File: config.mk
export PLATFORM = sky130hd
export DESIGN_NAME = uart_wishbone_bridge_flat
export DESIGN_NICKNAME = d
export VERILOG_FILES = /design/src/rtl/uart_wishbone_bridge_pkg.sv /design/src/rtl/uart_wishbone_bridge_if.sv /design/src/rtl/uart_bridge_timeout.sv /design/src/rtl/uart_wishbone_bridge.sv /design/src/flat_wrapper.sv
export SDC_FILE = /design/constraint.sdc
export NUM_CORES = 1
export LEC_CHECK = 0
export CORE_MARGIN = 10
export CORE_UTILIZATION = 57
export CTS_BUF_LIST = sky130_fd_sc_hd__clkbuf_2
export DETAILED_ROUTE_END_ITERATION = 6
export PLACE_DENSITY = 0.89
export SLEW_MARGIN = 40
export SYNTH_ARGS = -nofsm -noshare
export SYNTH_HDL_FRONTEND = slang
export SYNTH_SLANG_ARGS = --single-unit
File: constraint.sdc
create_clock -name clk -period 4.6 [get_ports clk]
set_clock_uncertainty 0.1 [all_clocks]
set_input_delay 0.69 -clock clk [delete_from_list [all_inputs] [get_ports clk]]
set_output_delay 0.69 -clock clk [all_outputs]
set_load 0.005 [all_outputs]
File: src/rtl/uart_wishbone_bridge_pkg.sv
// Shared constants and state encoding for the UART-to-Wishbone bridge.
package uart_wishbone_bridge_pkg;
  localparam logic [7:0]  CMD_WRITE = 8'h01;
  localparam logic [7:0]  CMD_READ  = 8'h02;
  localparam logic [31:0] ERR_WORD  = 32'hFFFF_FFFF;

  typedef enum logic [2:0] {
    S_IDLE, S_LEN, S_ADDR, S_WDATA, S_WB_WRITE, S_WB_READ, S_RDATA
  } state_t;
endpackage

File: src/rtl/uart_wishbone_bridge_if.sv
// Byte-stream and Wishbone classic signals of the bridge; master is the bridge side.
interface uart_wishbone_bridge_if #(parameter int ADDR_WIDTH = 30);
  logic [7:0]            rx_data;
  logic                  rx_valid;
  logic                  rx_ready;
  logic [7:0]            tx_data;
  logic                  tx_valid;
  logic                  tx_ready;
  logic                  wb_cyc;
  logic                  wb_stb;
  logic                  wb_we;
  logic [ADDR_WIDTH-1:0] wb_adr;
  logic [31:0]           wb_dat_w;
  logic [3:0]            wb_sel;
  logic [31:0]           wb_dat_r;
  logic                  wb_ack;
  logic                  wb_err;

  modport master (
    input  rx_data, rx_valid, tx_ready, wb_dat_r, wb_ack, wb_err,
    output rx_ready, tx_data, tx_valid, wb_cyc, wb_stb, wb_we, wb_adr, wb_dat_w, wb_sel
  );
  modport slave (
    output rx_data, rx_valid, tx_ready, wb_dat_r, wb_ack, wb_err,
    input  rx_ready, tx_data, tx_valid, wb_cyc, wb_stb, wb_we, wb_adr, wb_dat_w, wb_sel
  );
endinterface

File: src/rtl/uart_bridge_timeout.sv
// Loadable down-counter; expired flags the enabled cycle in which the count sits at zero.
module uart_bridge_timeout #(
  parameter int W = 17
) (
  input  logic         clk,
  input  logic         rst_n,
  input  logic         load,
  input  logic [W-1:0] load_val,
  input  logic         en,
  output logic         expired
);
  logic [W-1:0] cnt;

  always_ff @(posedge clk or negedge rst_n) begin
    if (!rst_n)                  cnt <= '0;
    else if (load)               cnt <= load_val;
    else if (en && cnt != '0)    cnt <= cnt - 1'b1;
  end

  assign expired = en && (cnt == '0);
endmodule

File: src/rtl/uart_wishbone_bridge.sv
// Byte-framed command bridge: UART byte stream in, Wishbone classic single-word cycles out.
module uart_wishbone_bridge
  import uart_wishbone_bridge_pkg::*;
#(
  parameter int ADDR_WIDTH = 30,
  parameter int RX_TIMEOUT = 100000,
  parameter int WB_TIMEOUT = 1024
) (
  input  logic                   clk,
  input  logic                   rst_n,
  uart_wishbone_bridge_if.master bus
);
  localparam int TMAX = (RX_TIMEOUT > WB_TIMEOUT) ? RX_TIMEOUT : WB_TIMEOUT;
  localparam int TW   = $clog2(TMAX + 1);

  state_t                state, next;
  logic [1:0]            bcnt;
  logic [7:0]            wcnt;
  logic [ADDR_WIDTH-1:0] addr;
  logic [31:0]           sr;
  logic [31:0]           shift_in;
  logic                  is_wr;
  logic                  rx_fire, tx_fire, in_rx, in_wb, wb_done, last_word;
  logic                  tmo, tmo_load;
  logic [TW-1:0]         tmo_val;

  assign rx_fire   = bus.rx_valid && bus.rx_ready;
  assign tx_fire   = bus.tx_valid && bus.tx_ready;
  assign in_rx     = state inside {S_LEN, S_ADDR, S_WDATA};
  assign in_wb     = state inside {S_WB_WRITE, S_WB_READ};
  assign wb_done   = bus.wb_ack || bus.wb_err || tmo;
  assign last_word = (wcnt == 8'd1);
  assign shift_in  = {sr[23:0], bus.rx_data};

  // One counter serves both timeouts: RX idle and bus wait never overlap in time.
  assign tmo_load = rx_fire || (next != state);
  assign tmo_val  = (next inside {S_WB_WRITE, S_WB_READ}) ? TW'(WB_TIMEOUT - 1)
                                                         : TW'(RX_TIMEOUT - 1);

  uart_bridge_timeout #(.W(TW)) u_tmo (
    .clk(clk), .rst_n(rst_n), .load(tmo_load), .load_val(tmo_val),
    .en(in_rx || in_wb), .expired(tmo)
  );

  always_ff @(posedge clk or negedge rst_n) begin
    if (!rst_n) state <= S_IDLE;
    else        state <= next;
  end

  always_comb begin
    next = state;
    unique case (state)
      S_IDLE:     if (rx_fire && (bus.rx_data == CMD_WRITE || bus.rx_data == CMD_READ)) next = S_LEN;
      S_LEN:      if (rx_fire) next = S_ADDR; else if (tmo) next = S_IDLE;
      S_ADDR: begin
        if (rx_fire) begin
          if (bcnt == 2'd3) next = (wcnt == 8'd0) ? S_IDLE : (is_wr ? S_WDATA : S_WB_READ);
        end else if (tmo) next = S_IDLE;
      end
      S_WDATA: begin
        if (rx_fire) begin
          if (bcnt == 2'd3) next = S_WB_WRITE;
        end else if (tmo) next = S_IDLE;
      end
      S_WB_WRITE: if (wb_done) next = last_word ? S_IDLE : S_WDATA;
      S_WB_READ:  if (wb_done) next = S_RDATA;
      S_RDATA:    if (tx_fire && bcnt == 2'd3) next = last_word ? S_IDLE : S_WB_READ;
      default:    next = S_IDLE;
    endcase
  end

  // The same shift register assembles address/write words and serialises read words.
  always_ff @(posedge clk or negedge rst_n) begin
    if (!rst_n) begin
      bcnt  <= '0;
      wcnt  <= '0;
      addr  <= '0;
      sr    <= '0;
      is_wr <= 1'b0;
    end else begin
      unique case (state)
        S_IDLE: begin
          bcnt <= '0;
          if (rx_fire) is_wr <= (bus.rx_data == CMD_WRITE);
        end
        S_LEN: if (rx_fire) wcnt <= bus.rx_data;
        S_ADDR: if (rx_fire) begin
          sr   <= shift_in;
          bcnt <= bcnt + 2'd1;
          if (bcnt == 2'd3) addr <= shift_in[ADDR_WIDTH-1:0];
        end
        S_WDATA: if (rx_fire) begin
          sr   <= shift_in;
          bcnt <= bcnt + 2'd1;
        end
        S_WB_WRITE: if (wb_done) begin
          addr <= addr + 1'b1;
          wcnt <= wcnt - 8'd1;
        end
        S_WB_READ: if (wb_done) begin
          sr   <= bus.wb_ack ? bus.wb_dat_r : ERR_WORD;
          addr <= addr + 1'b1;
        end
        S_RDATA: if (tx_fire) begin
          sr   <= {sr[23:0], 8'h00};
          bcnt <= bcnt + 2'd1;
          if (bcnt == 2'd3) wcnt <= wcnt - 8'd1;
        end
        default: ;
      endcase
    end
  end

  assign bus.rx_ready = (state == S_IDLE) || in_rx;
  assign bus.tx_valid = (state == S_RDATA);
  assign bus.tx_data  = sr[31:24];
  assign bus.wb_cyc   = in_wb;
  assign bus.wb_stb   = in_wb;
  assign bus.wb_we    = (state == S_WB_WRITE);
  assign bus.wb_adr   = addr;
  assign bus.wb_dat_w = sr;
  assign bus.wb_sel   = 4'hF;
endmodule

File: src/flat_wrapper.sv
// flat-port wrapper written by rule: the top's interface ports become plain ports
module uart_wishbone_bridge_flat import uart_wishbone_bridge_pkg::*;
#(
  parameter int ADDR_WIDTH = 30,
  parameter int RX_TIMEOUT = 100000,
  parameter int WB_TIMEOUT = 1024
)
  (clk, rst_n, bus_rx_data, bus_rx_valid, bus_tx_ready, bus_wb_dat_r, bus_wb_ack, bus_wb_err, bus_rx_ready, bus_tx_data, bus_tx_valid, bus_wb_cyc, bus_wb_stb, bus_wb_we, bus_wb_adr, bus_wb_dat_w, bus_wb_sel);
  uart_wishbone_bridge_if #(.ADDR_WIDTH(ADDR_WIDTH)) bus_i ();
  input  logic clk;
  input  logic rst_n;
  input wire logic [$bits(bus_i.rx_data)-1:0] bus_rx_data;
  input wire logic [$bits(bus_i.rx_valid)-1:0] bus_rx_valid;
  input wire logic [$bits(bus_i.tx_ready)-1:0] bus_tx_ready;
  input wire logic [$bits(bus_i.wb_dat_r)-1:0] bus_wb_dat_r;
  input wire logic [$bits(bus_i.wb_ack)-1:0] bus_wb_ack;
  input wire logic [$bits(bus_i.wb_err)-1:0] bus_wb_err;
  output wire logic [$bits(bus_i.rx_ready)-1:0] bus_rx_ready;
  output wire logic [$bits(bus_i.tx_data)-1:0] bus_tx_data;
  output wire logic [$bits(bus_i.tx_valid)-1:0] bus_tx_valid;
  output wire logic [$bits(bus_i.wb_cyc)-1:0] bus_wb_cyc;
  output wire logic [$bits(bus_i.wb_stb)-1:0] bus_wb_stb;
  output wire logic [$bits(bus_i.wb_we)-1:0] bus_wb_we;
  output wire logic [$bits(bus_i.wb_adr)-1:0] bus_wb_adr;
  output wire logic [$bits(bus_i.wb_dat_w)-1:0] bus_wb_dat_w;
  output wire logic [$bits(bus_i.wb_sel)-1:0] bus_wb_sel;
  assign bus_i.rx_data = bus_rx_data;
  assign bus_i.rx_valid = bus_rx_valid;
  assign bus_i.tx_ready = bus_tx_ready;
  assign bus_i.wb_dat_r = bus_wb_dat_r;
  assign bus_i.wb_ack = bus_wb_ack;
  assign bus_i.wb_err = bus_wb_err;
  assign bus_rx_ready = bus_i.rx_ready;
  assign bus_tx_data = bus_i.tx_data;
  assign bus_tx_valid = bus_i.tx_valid;
  assign bus_wb_cyc = bus_i.wb_cyc;
  assign bus_wb_stb = bus_i.wb_stb;
  assign bus_wb_we = bus_i.wb_we;
  assign bus_wb_adr = bus_i.wb_adr;
  assign bus_wb_dat_w = bus_i.wb_dat_w;
  assign bus_wb_sel = bus_i.wb_sel;
  uart_wishbone_bridge #(.ADDR_WIDTH(ADDR_WIDTH), .RX_TIMEOUT(RX_TIMEOUT), .WB_TIMEOUT(WB_TIMEOUT)) u_core (.clk(clk), .rst_n(rst_n), .bus(bus_i));
endmodule
* Yosys cells after proc, flatten, opt, wreduce, memory -nomap -nowiden *
Cells that the tools add are included.

storage, ports and cells
  flip-flop bits (word level) = 93
  input bits = 46
  output and inout bits = 79

operators by class
  eq/ne operators = 22
  reduce and logical (&&, ||, !) cells = 31
  mux-type cells = 35
  add/sub/neg operators = 4

operators with widths
  kind                     count
  $mux W32                 4
  $pmux W32 S3             1
  $mux W30                 3
  $pmux W30 S2             1
  $mux W17                 3
  $mux W3                  13
  $mux W8                  4
  $add A30 B1 Y30 const B  1
  $pmux W8 S3              1
  $pmux W3 S7              1
  $logic_not A17 Y1        1
  $reduce_bool A17 Y1      1
  $sub A17 B1 Y17 const B  1
  $eq A8 B1 Y1 const B     2
  $eq A3 B3 Y1 const B     5
  $ne A2 B1 Y1 const B     6
  $reduce_bool A3 Y1       4
  $eq A8 B2 Y1 const B     1
  $logic_not A8 Y1         1
  $reduce_and A4 Y1        2
  $reduce_bool A2 Y1       4
  $sub A8 B1 Y8 const B    1
  $eq A3 B2 Y1 const B     2
  $logic_and A1 B1 Y1      6
  13 further kinds         23

* Longest topological paths before layout *
  depth after elaboration = 11
  mapped depth = 10
  depth with buffers taken out = 8

* Hierarchy *
A second synthesis with hierarchy kept.

second synthesis, totals
  cells, all modules = 710
  area, all modules = 5949.5 µm²

modules (own cells, without submodules)
  module                seq. area each (µm²)  instances  area each (µm²)  cells each
  uart_wishbone_bridge  1901.8                1          4868.4           594
  uart_bridge_timeout   425.4                 1          1081.0           116

* Least setup slack after synthesis *
Ideal clock, no wire load.

  path type = register to register
  from = register u_core.u_tmo.cnt[7]
  to = register u_core.u_tmo.cnt[8]
  required time = 4.375 ns
  path buffers = 0
  path slack = 2.093 ns
  stages on the path, launching flop included = 8
  setup time = 0.125 ns
  data arrival time = 2.283 ns
  period minus slack after synthesis = 2.507 ns
  cells stage by stage = dfrtp_1 or4_4 nor4_4 and3_1 a22oi_2 or3_4 nand3_4 mux2_2

on the way
  longest elaborated chain between the ends = 9
  elaborated cells on any way between the ends = 22
  those cells by class = add/sub: 1; eq/ne: 3; mux: 10; reduce/logical: 8

RTL lines
  what                                                  line                        RTL
  from (decl)                                           uart_bridge_timeout.sv:12   logic [W-1:0] cnt;
  from (signal assigned)                                uart_bridge_timeout.sv:16   else if (load) cnt <= load_val;
  from (signal assigned)                                uart_bridge_timeout.sv:17   else if (en && cnt != '0) cnt <= cnt - 1'b1;
  $logic_not A17 Y1                                     uart_bridge_timeout.sv:20   assign expired = en && (cnt == '0);
  $logic_and A1 B1 Y1                                   uart_bridge_timeout.sv:20
  $mux W3 / $logic_or A1 B1 Y1 (equally long branches)  --
  $mux W3 (on tied branches)                            --
  $pmux W3 S7                                           uart_wishbone_bridge.sv:52  unique case (state)
  $eq A3 B3 Y1                                          uart_wishbone_bridge.sv:37  assign tmo_val = (next inside {S_WB_WRITE, S_WB_READ}) ? TW'(WB_TIMEOUT - 1)
  $reduce_bool A2 Y1                                    uart_wishbone_bridge.sv:37
  $mux W17                                              uart_wishbone_bridge.sv:37
  $mux W17                                              uart_bridge_timeout.sv:16

Parallel ways exist; a longest one is shown, timed or not. The select of a mux whose other input is x is not followed.
A chain may end at the register's enable or synchronous reset.

* Worst setup path after layout *
  from = register u_core.state[0]
  to = output port bus_tx_valid

on the way
  longest elaborated chain between the ends = 1

RTL lines
  what                    line                         RTL
  from (decl)             uart_wishbone_bridge.sv:16   state_t state, next;
  from (signal assigned)  uart_wishbone_bridge.sv:47   else state <= next;
  $eq A3 B3 Y1            uart_wishbone_bridge.sv:115  assign bus.tx_valid = (state == S_RDATA);
  to (decl)               flat_wrapper.sv:20           output wire logic [$bits(bus_i.tx_valid)-1:0] bus_tx_valid;

No other way between the ends.

==> metrics.csv <==
metric,value,unit
ir_worst_vdd,0.000214,V
p_clk_frac,0.112,
rows,36,
drt_iter0_markers,542,
cp_max_fo,19,
stdcell_area,6860,um^2
rsz0062_at_grt,no,
synth_flop_cell,dfrtp_1,
synth-seq-area-share,0.416,
max_freq,268,MHz
worst_slack,0.869,ns
route.detailed.drc,0,
cts.path.max_buffers,2,
cp.required,3.81,ns
wirelength,17300,um
syn_area_per_cell,8.32,um^2
status,"complete, no violations",
layout_commonest_cell,clkdlybuf4s50_1,
period_share,0.811,
hold_viol,0,
crit_path_start_kind,flop,
gr-total-overflow,0,
grt_start_max_net_pins,60,
finalNonFillerCells,897,
hpwlAfterDp,12600,um
place_congestion,0.946,
setup_viol,0,
ys_ff_latch,93,
drv_cap,0,
grt_pass1_vias,5451,
yosys.cell_types.count,63,
fp.dieArea,14200,um^2
synth_top_area_frac,0.416,
postCtsSetupBuffers,0,
layout_common_cells,"clkdlybuf4s50_1 (119), o21ai_0 (95), dfrtp_1 (93)",
io_pins,125,
cts_tree,built,
relSlewSlack,0.485,
synth_area_leader_cell,dfrtp_1,
ctsHtreeMaxLevel,3,
portBuffers,120,
initial_core_util,0.578,
via_per_inst,6.21,
synth.area.top_cells,"dfrtp_1 (42%), o21ai_0 (8.5%), nand2_1 (4.6%)",
p_per_area,486,nW/um^2
arrival,2.94,ns
antenna_cells,0,
postRouteAntennaNets,0,
syn_inst,673,
first_pass_iters,6,
p_seq_frac,0.470,
vias,5566,
hp-class,reg2reg,
finalNetCount,812,
worst_slew_pin_slew,0.768,ns
combPwrFrac,0.418,
cts-resized-gates,0,
p_leak,2.71,nW
power.switching,1.34,mW
synth-edff-count,0,
cts_root_buffer,clkbuf_2,
final_util,0.709,
die-height,119,um
power_switching_share,0.402,
cts.sinks,93,
layout-drive-gt1-share,0.0576,
antenna_found_initial,0,
synth_area,5600,um^2
clkSlewWorstSetupHoldPaths,0.26,ns
fin_crit,3.73,ns
cts_buffers,9,
detail_route.wl_per_cell,19.3,um
drv_slew,0,
grt_first_pass_wirelength,28300,um
r2r_setup_slack,1.38,ns
crit_path_end_kind,primary output,
yosysWarnings,0,
dieWidth,119,um
place_area,6750,um^2
track_usage,0.240,
core_area,9680,um^2
place_ws,1.36,ns
internal-power,1.99,mW
placed_cells,880,
path_class,reg2out,
ys_async_sr_fraction,1.00,
tns,0,ns
clk_latency,0.61,ns
area_growth,22.6,%
==> per-stage QoR <==
step                hold WS, ns  power [mW]
finish                    0.456        3.34
detailed placement        0.396        2.98
floorplan                 0.294        2.10
CTS                       0.452        3.34
global route              0.476        3.56
global placement          0.386        2.90
==> flip-flops by register name, indices dropped and copies added (netlist names) <==
signal	count
u_core.wcnt	8
u_core.bus.wb_dat_w	32
u_core.state	3
u_core.bus.wb_adr	30
u_core.bcnt	2
u_core.u_tmo.cnt	17
u_core.is_wr	1
==> final timing paths <==
kind	start	endpoint	depth (start not counted)
worst max-delay path	u_core.state[0]	bus_tx_valid	4
worst min-delay path	u_core.bus.wb_dat_w[26]	u_core.bus.wb_dat_w[26]	2
worst max register to register	u_core.state[1]	u_core.bus.wb_adr[19]	8
worst min register to register	u_core.bus.wb_dat_w[26]	u_core.bus.wb_dat_w[26]	2
max in group asynchronous	rst_n	u_core.state[2]	3
min in group asynchronous	rst_n	u_core.bus.wb_adr[27]	2
==> synthesized netlist by cell type (2+ instances only) <==
cell and count:
o21a_1 4, or2_2 4, or3_1 25, mux2i_1 6, and3_1 4, o21ai_0 95, a31oi_1 18, xnor2_1 13
nor3_1 15, o31ai_1 3, a211o_1 2, a21oi_1 47, nor2b_1 4, nor4_4 2, xor2_1 6, a22oi_1 5
nor4_1 11, a21o_1 3, a32oi_1 5, a22o_1 2, inv_1 18, o22ai_1 12, nand2b_1 9, ha_1 7
clkbuf_1 30, buf_2 5, a311oi_1 2, nand4_1 13, nand3_1 23, nor3b_1 2, o2111ai_1 2, nor2_1 65
o22a_1 4, buf_4 15, and2_1 2, dfrtp_1 93, nand2_1 68, buf_1 4
==> per-layer routing <==
metal | share of wire | track usage | vias up
met4 | 0.034 | 0.118 | 0
met3 | 0.072 | 0.0482 | 47
met5 | 0 | 0 | -
met2 | 0.48 | 0.400 | 282
met1 | 0.41 | 0.291 | 2653
li1 | - | - | 2584
==> cell families (layout without fill, tap and decap cells) <==
family          count (synthesis)  in the layout  share of synthesized area
compound gates                218            218                      0.234
mux                             7              7                     0.0127
simple gates                  255            255                      0.229
fa+ha+maj                       7              7                     0.0156
other cells                     1              4                   0.000670
xor+xnor                       19             19                     0.0297
buf+inv                        73            161                     0.0621
flops                          93             93                      0.416
==> final cells by class <==
cell class	instances	area, um^2
sequential	93	2330
clock inverter	7	50.0
fill	760	2820
tap	133	166
clock buffer	9	45.0
inverter	18	67.6
timing repair buffer	127	1250
multi-input combinational	510	2950
==> what timing repair did <==
action	4_1_cts	5_1_grt
endpoints found under the hold margin	13	0
setup endpoints to repair	0	0
hold buffers	1	0
==> power by group through the flow <==
stage               sequential (mW)  combinational (mW)  clock [mW]
finish                         1.57                1.40       0.373
global route                   1.61                1.55       0.401
CTS                            1.55                1.41       0.374
detailed placement             1.57                1.40           0
global placement               1.56                1.35           0
floorplan                      1.44               0.662           0
==> critical path, cell delays in order, from the launching register on <==
cell             delay, ns
dfrtp_1               0.67
nor2b_1               0.71
nand2_1               0.37
inv_1                 0.12
clkdlybuf4s50_1       0.51
(Power assumes the default switching activity.)
